===== src/rtl/vga_timing_pkg.sv =====
// Shared VGA timing constants (640x480@60 defaults) and the sync/active bundle
// carried through the alignment pipe.
package vga_timing_pkg;
    localparam int COORD_W = 10;
    localparam int COLOR_W = 10;

    localparam int DEF_H_VISIBLE = 640;
    localparam int DEF_H_FRONT   = 16;
    localparam int DEF_H_SYNC    = 96;
    localparam int DEF_H_BACK    = 48;
    localparam int DEF_V_VISIBLE = 480;
    localparam int DEF_V_FRONT   = 10;
    localparam int DEF_V_SYNC    = 2;
    localparam int DEF_V_BACK    = 33;

    function automatic int axisTotal(input int vis, input int front, input int sync, input int back);
        return vis + front + sync + back;
    endfunction

    localparam int DEF_H_TOTAL = axisTotal(DEF_H_VISIBLE, DEF_H_FRONT, DEF_H_SYNC, DEF_H_BACK);
    localparam int DEF_V_TOTAL = axisTotal(DEF_V_VISIBLE, DEF_V_FRONT, DEF_V_SYNC, DEF_V_BACK);

    // hs/vs are carried as "asserted" flags; polarity is applied at the pins.
    typedef struct packed {
        logic active;
        logic hs;
        logic vs;
    } sync_t;
endpackage


===== src/rtl/vga_delay_line.sv =====
// Parameterised shift register; clears to all-zero so the delayed
// sync/active bundle reads as blanked and deasserted after reset.
module vga_delay_line #(
    parameter int DEPTH = 1,
    parameter int WIDTH = 1
) (
    input  logic             iVGA_CLK,
    input  logic             iRST_N,
    input  logic [WIDTH-1:0] iData,
    output logic [WIDTH-1:0] oData
);
    logic [DEPTH-1:0][WIDTH-1:0] pipe;

    always_ff @(posedge iVGA_CLK or negedge iRST_N) begin
        if (!iRST_N) begin
            pipe <= '0;
        end else begin
            pipe[0] <= iData;
            for (int i = 1; i < DEPTH; i++)
                pipe[i] <= pipe[i-1];
        end
    end

    assign oData = pipe[DEPTH-1];
endmodule


===== src/rtl/vga_timing_ctrl.sv =====
// VGA raster counters, coordinate export to a colour source, and DAC output
// stage with sync/blank aligned to the source's returned colour.
module vga_timing_ctrl
    import vga_timing_pkg::*;
#(
    parameter int   H_VISIBLE   = DEF_H_VISIBLE,
    parameter int   H_FRONT     = DEF_H_FRONT,
    parameter int   H_SYNC      = DEF_H_SYNC,
    parameter int   H_BACK      = DEF_H_BACK,
    parameter int   V_VISIBLE   = DEF_V_VISIBLE,
    parameter int   V_FRONT     = DEF_V_FRONT,
    parameter int   V_SYNC      = DEF_V_SYNC,
    parameter int   V_BACK      = DEF_V_BACK,
    parameter int   PIX_LATENCY = 1,
    parameter logic SYNC_POL    = 1'b0
) (
    input  logic               iVGA_CLK,
    input  logic               iRST_N,
    input  logic [COLOR_W-1:0] iRed,
    input  logic [COLOR_W-1:0] iGreen,
    input  logic [COLOR_W-1:0] iBlue,
    output logic [COORD_W-1:0] oCoord_X,
    output logic [COORD_W-1:0] oCoord_Y,
    output logic               oActive,
    output logic               oFrame_Start,
    output logic [COLOR_W-1:0] oVGA_R,
    output logic [COLOR_W-1:0] oVGA_G,
    output logic [COLOR_W-1:0] oVGA_B,
    output logic               oVGA_HS,
    output logic               oVGA_VS,
    output logic               oVGA_BLANK
);
    localparam int H_TOTAL = axisTotal(H_VISIBLE, H_FRONT, H_SYNC, H_BACK);
    localparam int V_TOTAL = axisTotal(V_VISIBLE, V_FRONT, V_SYNC, V_BACK);

    localparam logic [COORD_W-1:0] H_LAST = COORD_W'(H_TOTAL - 1);
    localparam logic [COORD_W-1:0] V_LAST = COORD_W'(V_TOTAL - 1);
    localparam logic [COORD_W-1:0] H_VIS  = COORD_W'(H_VISIBLE);
    localparam logic [COORD_W-1:0] V_VIS  = COORD_W'(V_VISIBLE);
    localparam logic [COORD_W-1:0] HS_BEG = COORD_W'(H_VISIBLE + H_FRONT);
    localparam logic [COORD_W-1:0] HS_END = COORD_W'(H_VISIBLE + H_FRONT + H_SYNC);
    localparam logic [COORD_W-1:0] VS_BEG = COORD_W'(V_VISIBLE + V_FRONT);
    localparam logic [COORD_W-1:0] VS_END = COORD_W'(V_VISIBLE + V_FRONT + V_SYNC);

    logic [COORD_W-1:0] hCnt, vCnt;
    logic               active;
    sync_t              rawSync, dlySync;

    always_ff @(posedge iVGA_CLK or negedge iRST_N) begin
        if (!iRST_N) begin
            hCnt <= '0;
            vCnt <= '0;
        end else if (hCnt == H_LAST) begin
            hCnt <= '0;
            vCnt <= (vCnt == V_LAST) ? '0 : vCnt + 1'b1;
        end else begin
            hCnt <= hCnt + 1'b1;
        end
    end

    // Decoded straight from the counter registers, so the source sees clean coordinates.
    assign active       = (hCnt < H_VIS) && (vCnt < V_VIS);
    assign oActive      = active;
    assign oCoord_X     = active ? hCnt : '0;
    assign oCoord_Y     = active ? vCnt : '0;
    assign oFrame_Start = (hCnt == '0) && (vCnt == '0);

    assign rawSync.active = active;
    assign rawSync.hs     = (hCnt >= HS_BEG) && (hCnt < HS_END);
    assign rawSync.vs     = (vCnt >= VS_BEG) && (vCnt < VS_END);

    vga_delay_line #(
        .DEPTH (PIX_LATENCY),
        .WIDTH ($bits(sync_t))
    ) uSyncDly (
        .iVGA_CLK (iVGA_CLK),
        .iRST_N   (iRST_N),
        .iData    (rawSync),
        .oData    (dlySync)
    );

    // Single output register: colour from the source and its matching timing land together.
    always_ff @(posedge iVGA_CLK or negedge iRST_N) begin
        if (!iRST_N) begin
            oVGA_R     <= '0;
            oVGA_G     <= '0;
            oVGA_B     <= '0;
            oVGA_BLANK <= 1'b0;
            oVGA_HS    <= ~SYNC_POL;
            oVGA_VS    <= ~SYNC_POL;
        end else begin
            oVGA_R     <= dlySync.active ? iRed   : '0;
            oVGA_G     <= dlySync.active ? iGreen : '0;
            oVGA_B     <= dlySync.active ? iBlue  : '0;
            oVGA_BLANK <= dlySync.active;
            oVGA_HS    <= dlySync.hs ? SYNC_POL : ~SYNC_POL;
            oVGA_VS    <= dlySync.vs ? SYNC_POL : ~SYNC_POL;
        end
    end
endmodule

===== config.mk =====
export PLATFORM = sky130hd
export DESIGN_NAME = vga_timing_ctrl
export DESIGN_NICKNAME = d
export VERILOG_FILES = /design/src/rtl/vga_timing_pkg.sv /design/src/rtl/vga_delay_line.sv /design/src/rtl/vga_timing_ctrl.sv
export SDC_FILE = /design/constraint.sdc
export NUM_CORES = 1
export LEC_CHECK = 0
export ABC_AREA = 1
export BUFFER_PORTS_ARGS = -buffer_cell sky130_fd_sc_hd__buf_2
export CAP_MARGIN = 40
export CORE_ASPECT_RATIO = 2
export CORE_UTILIZATION = 50
export DETAILED_ROUTE_END_ITERATION = 12
export PLACE_DENSITY = 0.8
export SLEW_MARGIN = 25
export SYNTH_ARGS = -nofsm -noshare
export SYNTH_HDL_FRONTEND = slang
export SYNTH_SLANG_ARGS = --single-unit

===== constraint.sdc =====
create_clock -name iVGA_CLK -period 1.8 [get_ports iVGA_CLK]
set_clock_uncertainty 0.15 [all_clocks]
set_input_delay 0.09 -clock iVGA_CLK [delete_from_list [all_inputs] [get_ports iVGA_CLK]]
set_output_delay 0.09 -clock iVGA_CLK [all_outputs]
set_load 0.005 [all_outputs]

==> results of run 1 <==
repair_timing:
item                                    in CTS  in global routing
endpoints found under the setup margin      20                 24
pin swaps                                    4                  4
hold buffers                                31                  0
gates resized for setup                      9                 11
buffers inserted                             5                  1
cloned                                       2                  0
hold endpoints to repair                    86                  0
worst min-delay path: stages:
cell           delay, ps
dlygate4sd3_1        520
buf_2                120
buf_12               260
state kept, by name, indices dropped and copies added, names as in the netlist:
signal and cells:
hCnt 10, oVGA_B 10, oVGA_BLANK 1, oVGA_G 10, oVGA_HS 1, oVGA_R 10
oVGA_VS 1, uSyncDly.oData 3, vCnt 10
routing by layer:
layer	GRT usage, %	vias up	share of wire, %
li1	-	1132	-
met1	25.9	1145	33
met2	53.8	86	58
met3	5.31	28	4.4
met4	16.2	0	4.2
met5	0	-	0
Yosys cell counts (2+ instances only):
cell / number
buf_2: 2
clkbuf_1: 3
nor4_1: 2
nor3_2: 2
nand2_2: 2
dfstp_2: 2
nand4_1: 3
xor2_1: 9
nor2_2: 3
a21oi_1: 3
inv_1: 67
dfrtp_1: 54
nand3b_1: 3
nand3_1: 10
nor2_1: 45
o21ai_0: 4
nand2_1: 71
ha_1: 4
nand3_2: 2
logic make-up after synthesis:
| group | count (synthesis) |
|---|---|
| other | 1 |
| AND/OR/NAND/NOR | 147 |
| flip-flops | 56 |
| AO/OA/AOI/OAI | 8 |
| adder cells (fa/ha/maj) | 4 |
| buffers and inverters | 75 |
| XOR/XNOR | 9 |
area by class of cell:
| type | instances | area share, % |
|---|---|---|
| Sequential cell | 56 | 39.5 |
| Multi-Input combinational cell | 171 | 25.4 |
| Timing Repair Buffer | 125 | 23.1 |
| Inverter | 68 | 7.25 |
| Tap cell | 57 | 2.00 |
| Clock buffer | 5 | 1.93 |
| Clock inverter | 3 | 0.774 |
through the flow:
stage | instances | worst slack [ps] | area [um^2]
5_1_grt | 485 | -106 | 3560
4_1_cts | 483 | 2.72 | 3510
6_report | 485 | -22.0 | 3560
3_3_place_gp | 437 | 246 | 3010
3_5_place_dp | 437 | 199 | 3010
2_1_floorplan | 300 | 449 | 2530
path summary, 6_finish.rpt:
check                         endpoint  cells after the start  slack [ps]              start
max                        oCoord_X[8]                      8         -20            hCnt[8]
min                          oVGA_B[2]                      3         120             iRST_N
max reg2reg                    vCnt[8]                      5         190            hCnt[7]
min reg2reg                    oVGA_VS                      1         220  uSyncDly.oData[0]
max in group asynchronous      oVGA_VS                      3        1070             iRST_N
min in group iVGA_CLK          oVGA_VS                      1         220  uSyncDly.oData[0]
power groups by stage:
stage / Sequential [mW] / Combinational [mW] / Clock, mW
2_1_floorplan: 1.33 / 0.0264 / 0
3_3_place_gp: 1.32 / 0.128 / 0
3_5_place_dp: 1.32 / 0.133 / 0
4_1_cts: 1.30 / 0.186 / 0.743
5_1_grt: 1.30 / 0.213 / 0.794
6_report: 1.30 / 0.191 / 0.725
==> flow_summary_export.csv, run 1 <==
group,metric,value,unit
floorplan,coreArea,0.00486,mm^2
logic_synthesis,yosys-top-cells-area,"dfrtp_1, nand2_1, inv_1, nor2_1, xor2_1",
timing,rsz0062_at_grt,"yes",
power,switching_share,24.1,%
floorplan,die_w,52.3,um
timing,min_period_over_period,101,%
logic_synthesis,avgSynthCellArea,8.43,um^2
route,drt-pass1-iter-count,6,
cells_and_area,final_common_cell,"buf_2",
power,ir_drop,0.533,mV
critical_path,cp.required,1560,ps
min_path,min_path_type,"in -> async",
route,drt_iter0_markers,73,
clock_network,cts_max_path_buffers,2,
clock_network,cts.sink_count,56,
timing,fin_setup_tns,-45.8,ps
clock_network,cts_made_buffers,5,
timing,fmaxAchievable,549,MHz
timing,slew_viol_final,0,
cells_and_area,final_cell_mix,"buf_2, nand2_1, inv_1",
logic_synthesis,syn-num-nets,336,
logic_synthesis,synth_top_area_cell,"dfrtp_1",
cells_and_area,seq_area,0.00141,mm^2
route,num_vias,2391,
logic_synthesis,syn_inst,300,
status,status,"finished with violations",
logic_synthesis,ys_seq_area_share,55.5,%
critical_path,crit_fanout,5,
route,drt_wl_total,7000,um
cells_and_area,nFillCells,320,
place,portBuffers,85,
logic_synthesis,syn_area,0.00253,mm^2
cells_and_area,antenna_cells,0,
power,p_leak,2.07,nW
critical_path,worstSetupPathType,"reg -> out",
clock_network,tritoncts,"yes",
power,combPwrFrac,8.6,%
global_routing,grt_pass1_vias,2483,
critical_path,cp_top_family,"simple AND/OR/NAND/NOR gates",
logic_synthesis,synth_warnings,0,
floorplan,dieArea,0.00537,mm^2
route,via_per_inst,4.93,
critical_path,path_buf_inv,4,
logic_synthesis,synthAdderAreaFrac,1.98,%
logic_synthesis,synth_top_family_by_area,"simple AND/OR/NAND/NOR gates",
floorplan,floorplan.rows,36,
critical_path,slowest_stage,"dfrtp_2",
clock_network,root_buffer,"clkbuf_8",
floorplan,start_util,52.0,%
logic_synthesis,synth_edf_count,0,
route,ant_nets,0,
logic_synthesis,synth_xor_xnor_area_share,3.12,%
global_routing,track_usage,28.1,%
cells_and_area,synthToLayoutAreaGrowth,40.6,%
cells_and_area,final_nets,463,
logic_synthesis,synth_cell_types,28,
global_routing,grt_pass1_wl,10800,um
floorplan,fp.dieH,103,um
cells_and_area,drive_gt1_share,30.8,%
power,clockPowerShare,32.7,%
clock_network,clk_pin_slew,110,ps
place,gp_congestion,0.858,
power,p_int,1.68,mW
route,drc,0,
critical_path,cpPeakStageDelay,460,ps
critical_path,cp-start-kind,"flop",
status,violations,"negative setup slack",
clock_network,h-tree-depth,2,
cells_and_area,post-route-util,73.1,%
timing,setup_viol,4,
clock_network,clock_latency,330,ps
timing,hold_ws,116,ps
global_routing,gr-total-overflow,0,
cells_and_area,multi_input_area,903,um^2
global_routing,antenna_found_initial,0,
logic_synthesis,ys_seq_elements,56,
critical_path,crit_chain,"nand2_2 -> inv_4 -> nor2_4 -> nand3_4 -> inv_2 -> nand2_1 -> inv_1 -> buf_2",
power,power_density,623,mW/mm^2
power,power_frac_seq,58.7,%
power,power,2.22,mW
global_routing,grt_max_degree,57,
logic_synthesis,synth-compound-area-share,1.63,%
logic_synthesis,yosys.area_share.simple,26.0,%
critical_path,crit_arrival,1580,ps
timing,layout_setup_ws,-22.0,ps
run,maxCapViolCount,0,
timing,timing.final.crit_period,1820,ps
critical_path,cp-end-kind,"output port",
logic_synthesis,synthFlopType,"dfrtp_1",
floorplan,pin_count,87,
logic_synthesis,ys_async_sr_fraction,100,%
timing,finalHoldViolCount,0,
place,detailed_place_hpwl,4330,um
logic_synthesis,synth_mux_area_share,0,%
power,switching_power,0.534,mW
route,wl_per_cell,14.4,um
logic_synthesis,netlist.area_leader.share,53.4,%
Power figures use the tool's default switching activity.
==> inputs of run 2 (changes only) <==
--- a/config.mk
+++ b/config.mk
@@ -8,10 +8,10 @@
 export ABC_AREA = 1
 export BUFFER_PORTS_ARGS = -buffer_cell sky130_fd_sc_hd__buf_2
 export CAP_MARGIN = 40
-export CORE_ASPECT_RATIO = 2
 export CORE_UTILIZATION = 50
 export DETAILED_ROUTE_END_ITERATION = 12
-export PLACE_DENSITY = 0.8
+export PLACE_DENSITY_LB_ADDON = 0.2
+export SKIP_CTS_REPAIR_TIMING = 1
 export SLEW_MARGIN = 25
 export SYNTH_ARGS = -nofsm -noshare
 export SYNTH_HDL_FRONTEND = slang
==> flow_summary_export.csv, run 2 (synthesized netlist as in run 1, its figures left out) <==
group,metric,value,unit
power,ir_drop,0.557,mV
run,maxCapViolCount,0,
floorplan,start_util,52.9,%
timing,min_period_over_period,98.9,%
critical_path,cp-start-kind,"flop",
timing,fmaxAchievable,562,MHz
clock_network,root_buffer,"clkbuf_8",
global_routing,grt_pass1_wl,8450,um
global_routing,grt_pass1_vias,1976,
critical_path,crit_fanout,5,
cells_and_area,fin_area,0.00361,mm^2
critical_path,r2r_end,"vCnt[2]",
route,ant_nets,0,
critical_path,slowest_stage,"dfrtp_2",
timing,timing.final.crit_period,1780,ps
floorplan,pin_count,87,
clock_network,cts_made_buffers,5,
cells_and_area,synthToLayoutAreaGrowth,42.6,%
timing,finalHoldViolCount,0,
power,p_int,1.68,mW
global_routing,grt_max_degree,57,
floorplan,coreArea,0.00479,mm^2
cells_and_area,drive_gt1_share,33.0,%
critical_path,cpPeakStageDelay,460,ps
place,gp_congestion,0.889,
route,drt_wl_total,5940,um
place,portBuffers,85,
status,status,"completed",
power,clockPowerShare,32.4,%
critical_path,cp.required,1560,ps
floorplan,fp.dieH,73.1,um
critical_path,path_buf_inv,4,
route,drc,0,
cells_and_area,final_cell_mix,"buf_2, nand2_1, inv_1",
clock_network,cts_max_path_buffers,2,
critical_path,crit_top_cell,"inv_2",
cells_and_area,antenna_cells,0,
power,switching_share,23.3,%
route,drt_iter0_markers,165,
critical_path,cp-end-kind,"output port",
place,dpl_cell_area,0.00305,mm^2
critical_path,cp_top_family,"simple AND/OR/NAND/NOR gates",
floorplan,floorplan.rows,25,
min_path,min_path_type,"in -> async",
power,power_frac_seq,59.1,%
cells_and_area,final_common_cell,"buf_2",
timing,rsz0062_at_grt,"yes",
power,p_leak,2.08,nW
clock_network,tritoncts,"yes",
clock_network,cts.sink_count,56,
global_routing,gr-total-overflow,0,
cells_and_area,nFillCells,343,
route,num_vias,2272,
global_routing,antenna_found_initial,0,
cells_and_area,post-route-util,75.4,%
cells_and_area,final_nets,465,
route,wl_per_cell,11.9,um
clock_network,clock_latency,310,ps
place,detailed_place_hpwl,3770,um
route,drt-pass1-iter-count,4,
timing,slew_viol_final,0,
critical_path,crit_arrival,1540,ps
timing,setup_viol,0,
critical_path,worstSetupPathType,"reg -> out",
clock_network,h-tree-depth,2,
critical_path,reg2regPathDepth,5,
power,combPwrFrac,8.5,%
global_routing,track_usage,20.8,%
clock_network,clk_pin_slew,100,ps
route,via_per_inst,4.57,
power,power_density,608,mW/mm^2
critical_path,reg2reg_slack,230,ps
power,switching_power,0.512,mW
critical_path,cp-startpoint,"hCnt[8]",
floorplan,dieArea,0.00535,mm^2
floorplan,die_w,73.1,um
critical_path,r2r-start,"hCnt[7]",
critical_path,crit_chain,"nand2_2 -> inv_2 -> nor2_4 -> nand3_4 -> inv_2 -> nand2_1 -> inv_1 -> buf_2",
run 2: cell types whose count changed in the layout (fill, tap and decap cells not counted), moves of 2 or more:
cell	previous run	this run
dfrtp_2	1	3
nor2_2	7	9
buf_4	7	9
inv_1	61	59
inv_2	6	9
dfrtp_1	53	51
run 2: worst max path at each step:
stage,endpoint,slack [ps],cells after the start
after floorplan,vCnt[9],450,8
after global placement,oCoord_X[8],260,8
after detailed placement,oCoord_X[8],210,8
after CTS,oCoord_X[8],-160,8
after global routing,oCoord_X[8],-80,8
final,oCoord_X[8],20,8
run 2: final cells by class:
class	count	area [um^2]	area share [%]
Clock buffer	5	68.8	1.91
Clock inverter	3	27.5	0.763
Inverter	68	255	7.07
Multi-Input combinational cell	171	915	25.3
Sequential cell	56	1410	39.0
Tap cell	67	83.8	2.32
Timing Repair Buffer	127	851	23.6
run 2: power groups by stage:
| stage | logic (mW) | clock network, mW | registers [mW] |
|---|---|---|---|
| after global routing | 0.207 | 0.775 | 1.30 |
| after floorplan | 0.0264 | 0 | 1.33 |
| final | 0.186 | 0.712 | 1.30 |
| after detailed placement | 0.132 | 0 | 1.32 |
| after CTS | 0.132 | 0.736 | 1.30 |
| after global placement | 0.128 | 0 | 1.32 |
run 2: worst reg2reg max path, delay by kind of cell (launching register included):
family / cells / cell delay [ps]
buf+inv: 1 / 220
simple gates: 4 / 710
flops: 1 / 450
run 2: layer usage:
metal / global-route usage [%] / vias up / wire length [um]
met5: 0 / - / 0
met4: 11.1 / 0 / 172
met3: 3.59 / 17 / 242
met2: 36.7 / 73 / 3060
met1: 23.9 / 1045 / 2460
li1: - / 1137 / -
run 2: per-stage QoR:
| stage | hold WS, ps | setup slack [ps] | power, mW | std cells | TNS (ps) |
|---|---|---|---|---|---|
| CTS | -391 | -162 | 2.17 | 456 | -1530 |
| global placement | -39.0 | 262 | 1.45 | 447 | 0 |
| floorplan | -356 | 449 | 1.36 | 300 | 0 |
| detailed placement | -41.5 | 206 | 1.45 | 448 | 0 |
| global route | 181 | -77.9 | 2.28 | 497 | -1020 |
| finish | 161 | 20.0 | 2.20 | 497 | 0 |
==> inputs of run 3 (changes only) <==
--- a/config.mk
+++ b/config.mk
@@ -10,7 +10,9 @@
 export CAP_MARGIN = 40
 export CORE_UTILIZATION = 50
 export DETAILED_ROUTE_END_ITERATION = 12
+export GPL_ROUTABILITY_DRIVEN = 0
 export PLACE_DENSITY_LB_ADDON = 0.2
+export RECOVER_POWER = 50
 export SKIP_CTS_REPAIR_TIMING = 1
 export SLEW_MARGIN = 25
 export SYNTH_ARGS = -nofsm -noshare
==> flow_summary_export.csv, run 3 (synthesized netlist as in run 1, its figures left out) <==
group,metric,value,unit
status,status,"completed",
place,detailed_place_hpwl,3770,um
critical_path,reg2regPathDepth,3,
critical_path,crit_arrival,1540,ps
global_routing,grt_max_degree,57,
cells_and_area,fin_area,0.00358,mm^2
floorplan,fp.dieH,73.1,um
critical_path,path_buf_inv,4,
timing,tightest_slew,755,ps
cells_and_area,final_cell_mix,"buf_2, nand2_1, inv_1",
timing,fin_setup_tns,0,ps
min_path,min_path_type,"reg -> reg",
clock_network,root_buffer,"clkbuf_8",
power,power_frac_seq,59.3,%
run,maxCapViolCount,0,
route,wl_per_cell,11.9,um
clock_network,tritoncts,"yes",
timing,layout_setup_ws,17.3,ps
cells_and_area,drive_gt1_share,32.6,%
timing,max_slew_margin,49.6,%
timing,rsz0062_at_grt,"yes",
critical_path,crit_top_cell,"inv_2",
clock_network,cts.sink_count,56,
global_routing,antenna_found_initial,0,
power,power_density,611,mW/mm^2
floorplan,floorplan.rows,25,
critical_path,r2r-start,"uSyncDly.oData[2]",
timing,finalHoldViolCount,0,
critical_path,reg2reg_slack,210,ps
critical_path,cp-end-kind,"output port",
place,dpl_cell_area,0.00305,mm^2
power,p_int,1.68,mW
floorplan,pin_count,87,
min_path,hold_end,"oVGA_VS",
global_routing,gr-total-overflow,0,
cells_and_area,synthToLayoutAreaGrowth,41.5,%
clock_network,h-tree-depth,2,
global_routing,track_usage,20.8,%
critical_path,r2r_end,"oVGA_B[9]",
critical_path,crit_chain,"nand2_2 -> inv_2 -> nor2_4 -> nand3_4 -> inv_2 -> nand2_1 -> inv_1 -> buf_2",
timing,fmaxAchievable,561,MHz
floorplan,coreArea,0.00479,mm^2
route,drc,0,
critical_path,cp_top_family,"simple AND/OR/NAND/NOR gates",
cells_and_area,final_nets,465,
power,switching_power,0.509,mW
power,combPwrFrac,8.2,%
critical_path,crit_fanout,5,
critical_path,cp.required,1560,ps
critical_path,slowest_stage,"dfrtp_2",
cells_and_area,antenna_cells,0,
critical_path,worstSetupPathType,"reg -> out",
floorplan,die_w,73.1,um
power,power,2.19,mW
floorplan,start_util,52.9,%
floorplan,dieArea,0.00535,mm^2
place,portBuffers,85,
global_routing,grt_pass1_vias,1976,
timing,min_period_over_period,99.0,%
route,num_vias,2310,
timing,slew_viol_final,0,
critical_path,cpPeakStageDelay,470,ps
power,clockPowerShare,32.4,%
route,drt_wl_total,5930,um
timing,setup_viol,0,
clock_network,clk_pin_slew,100,ps
route,drt_iter0_markers,130,
min_path,worstHoldStart,"uSyncDly.oData[0]",
cells_and_area,final_common_cell,"buf_2",
place,place_ws,206,ps
critical_path,cp-start-kind,"flop",
min_path,hold_depth,1,
power,ir_drop,0.556,mV
clock_network,cts_max_path_buffers,2,
clock_network,clock_latency,310,ps
power,p_leak,2.06,nW
power,switching_share,23.2,%
clock_network,cts_made_buffers,5,
route,ant_nets,0,
timing,timing.final.crit_period,1780,ps
global_routing,grt_pass1_wl,8450,um
route,via_per_inst,4.65,
route,drt-pass1-iter-count,4,
-- run 3: cell types whose count changed in the layout (fill, tap and decap cells not counted) --
| cell | change |
|---|---|
| buf_12 | -1 |
| buf_16 | -1 |
| buf_2 | -1 |
| clkbuf_1 | +1 |
| clkbuf_4 | +1 |
| dlymetal6s2s_1 | +1 |
-- run 3: area by class of cell --
class	count	area (um^2)
Clock inverter	3	27.5
Multi-Input combinational cell	171	915
Clock buffer	5	68.8
Tap cell	67	83.8
Timing Repair Buffer	127	822
Sequential cell	56	1410
Fill cell	348	1210
Inverter	68	255
-- run 3: how the worst max path moves through the flow --
| stage | startpoint | endpoint | depth (start not counted) |
|---|---|---|---|
| after floorplan | hCnt[0] | vCnt[9] | 8 |
| after global placement | hCnt[8] | oCoord_X[8] | 8 |
| after detailed placement | hCnt[8] | oCoord_X[8] | 8 |
| after CTS | hCnt[8] | oCoord_X[8] | 8 |
| after global routing | hCnt[7] | oCoord_X[8] | 8 |
| final | hCnt[8] | oCoord_X[8] | 8 |
-- run 3: per-stage QoR --
step                      util [%]  instances  hold slack [ps]
after floorplan                  -        300             -356
after global placement        63.2        447            -39.0
after detailed placement      63.8        448            -41.5
after CTS                     65.8        456             -391
after global routing          74.8        497              216
final                         74.8        497              206
-- run 3: power by group through the flow --
stage	sequential, mW	clock (mW)	combinational [mW]
after CTS	1.30	0.736	0.132
after global placement	1.32	0	0.128
after floorplan	1.33	0	0.0264
after global routing	1.30	0.775	0.202
final	1.30	0.710	0.180
after detailed placement	1.32	0	0.132
-- run 3: worst reg2reg max path: cells and delay by family (launching register included) --
family,cells,cell delay (ps)
DFF,1,500
buffers and inverters,2,740
and+or+nand+nor,1,140
-- run 3: per-layer routing --
| layer | routed length [um] | GRT usage, % | up-vias | part of all wire (%) |
|---|---|---|---|---|
| met3 | 281 | 3.59 | 19 | 4.7 |
| met4 | 181 | 11.1 | 0 | 3.1 |
| met1 | 2360 | 23.9 | 1068 | 40 |
| met5 | 0 | 0 | - | 0 |
| met2 | 3110 | 36.7 | 85 | 52 |
| li1 | - | - | 1138 | - |
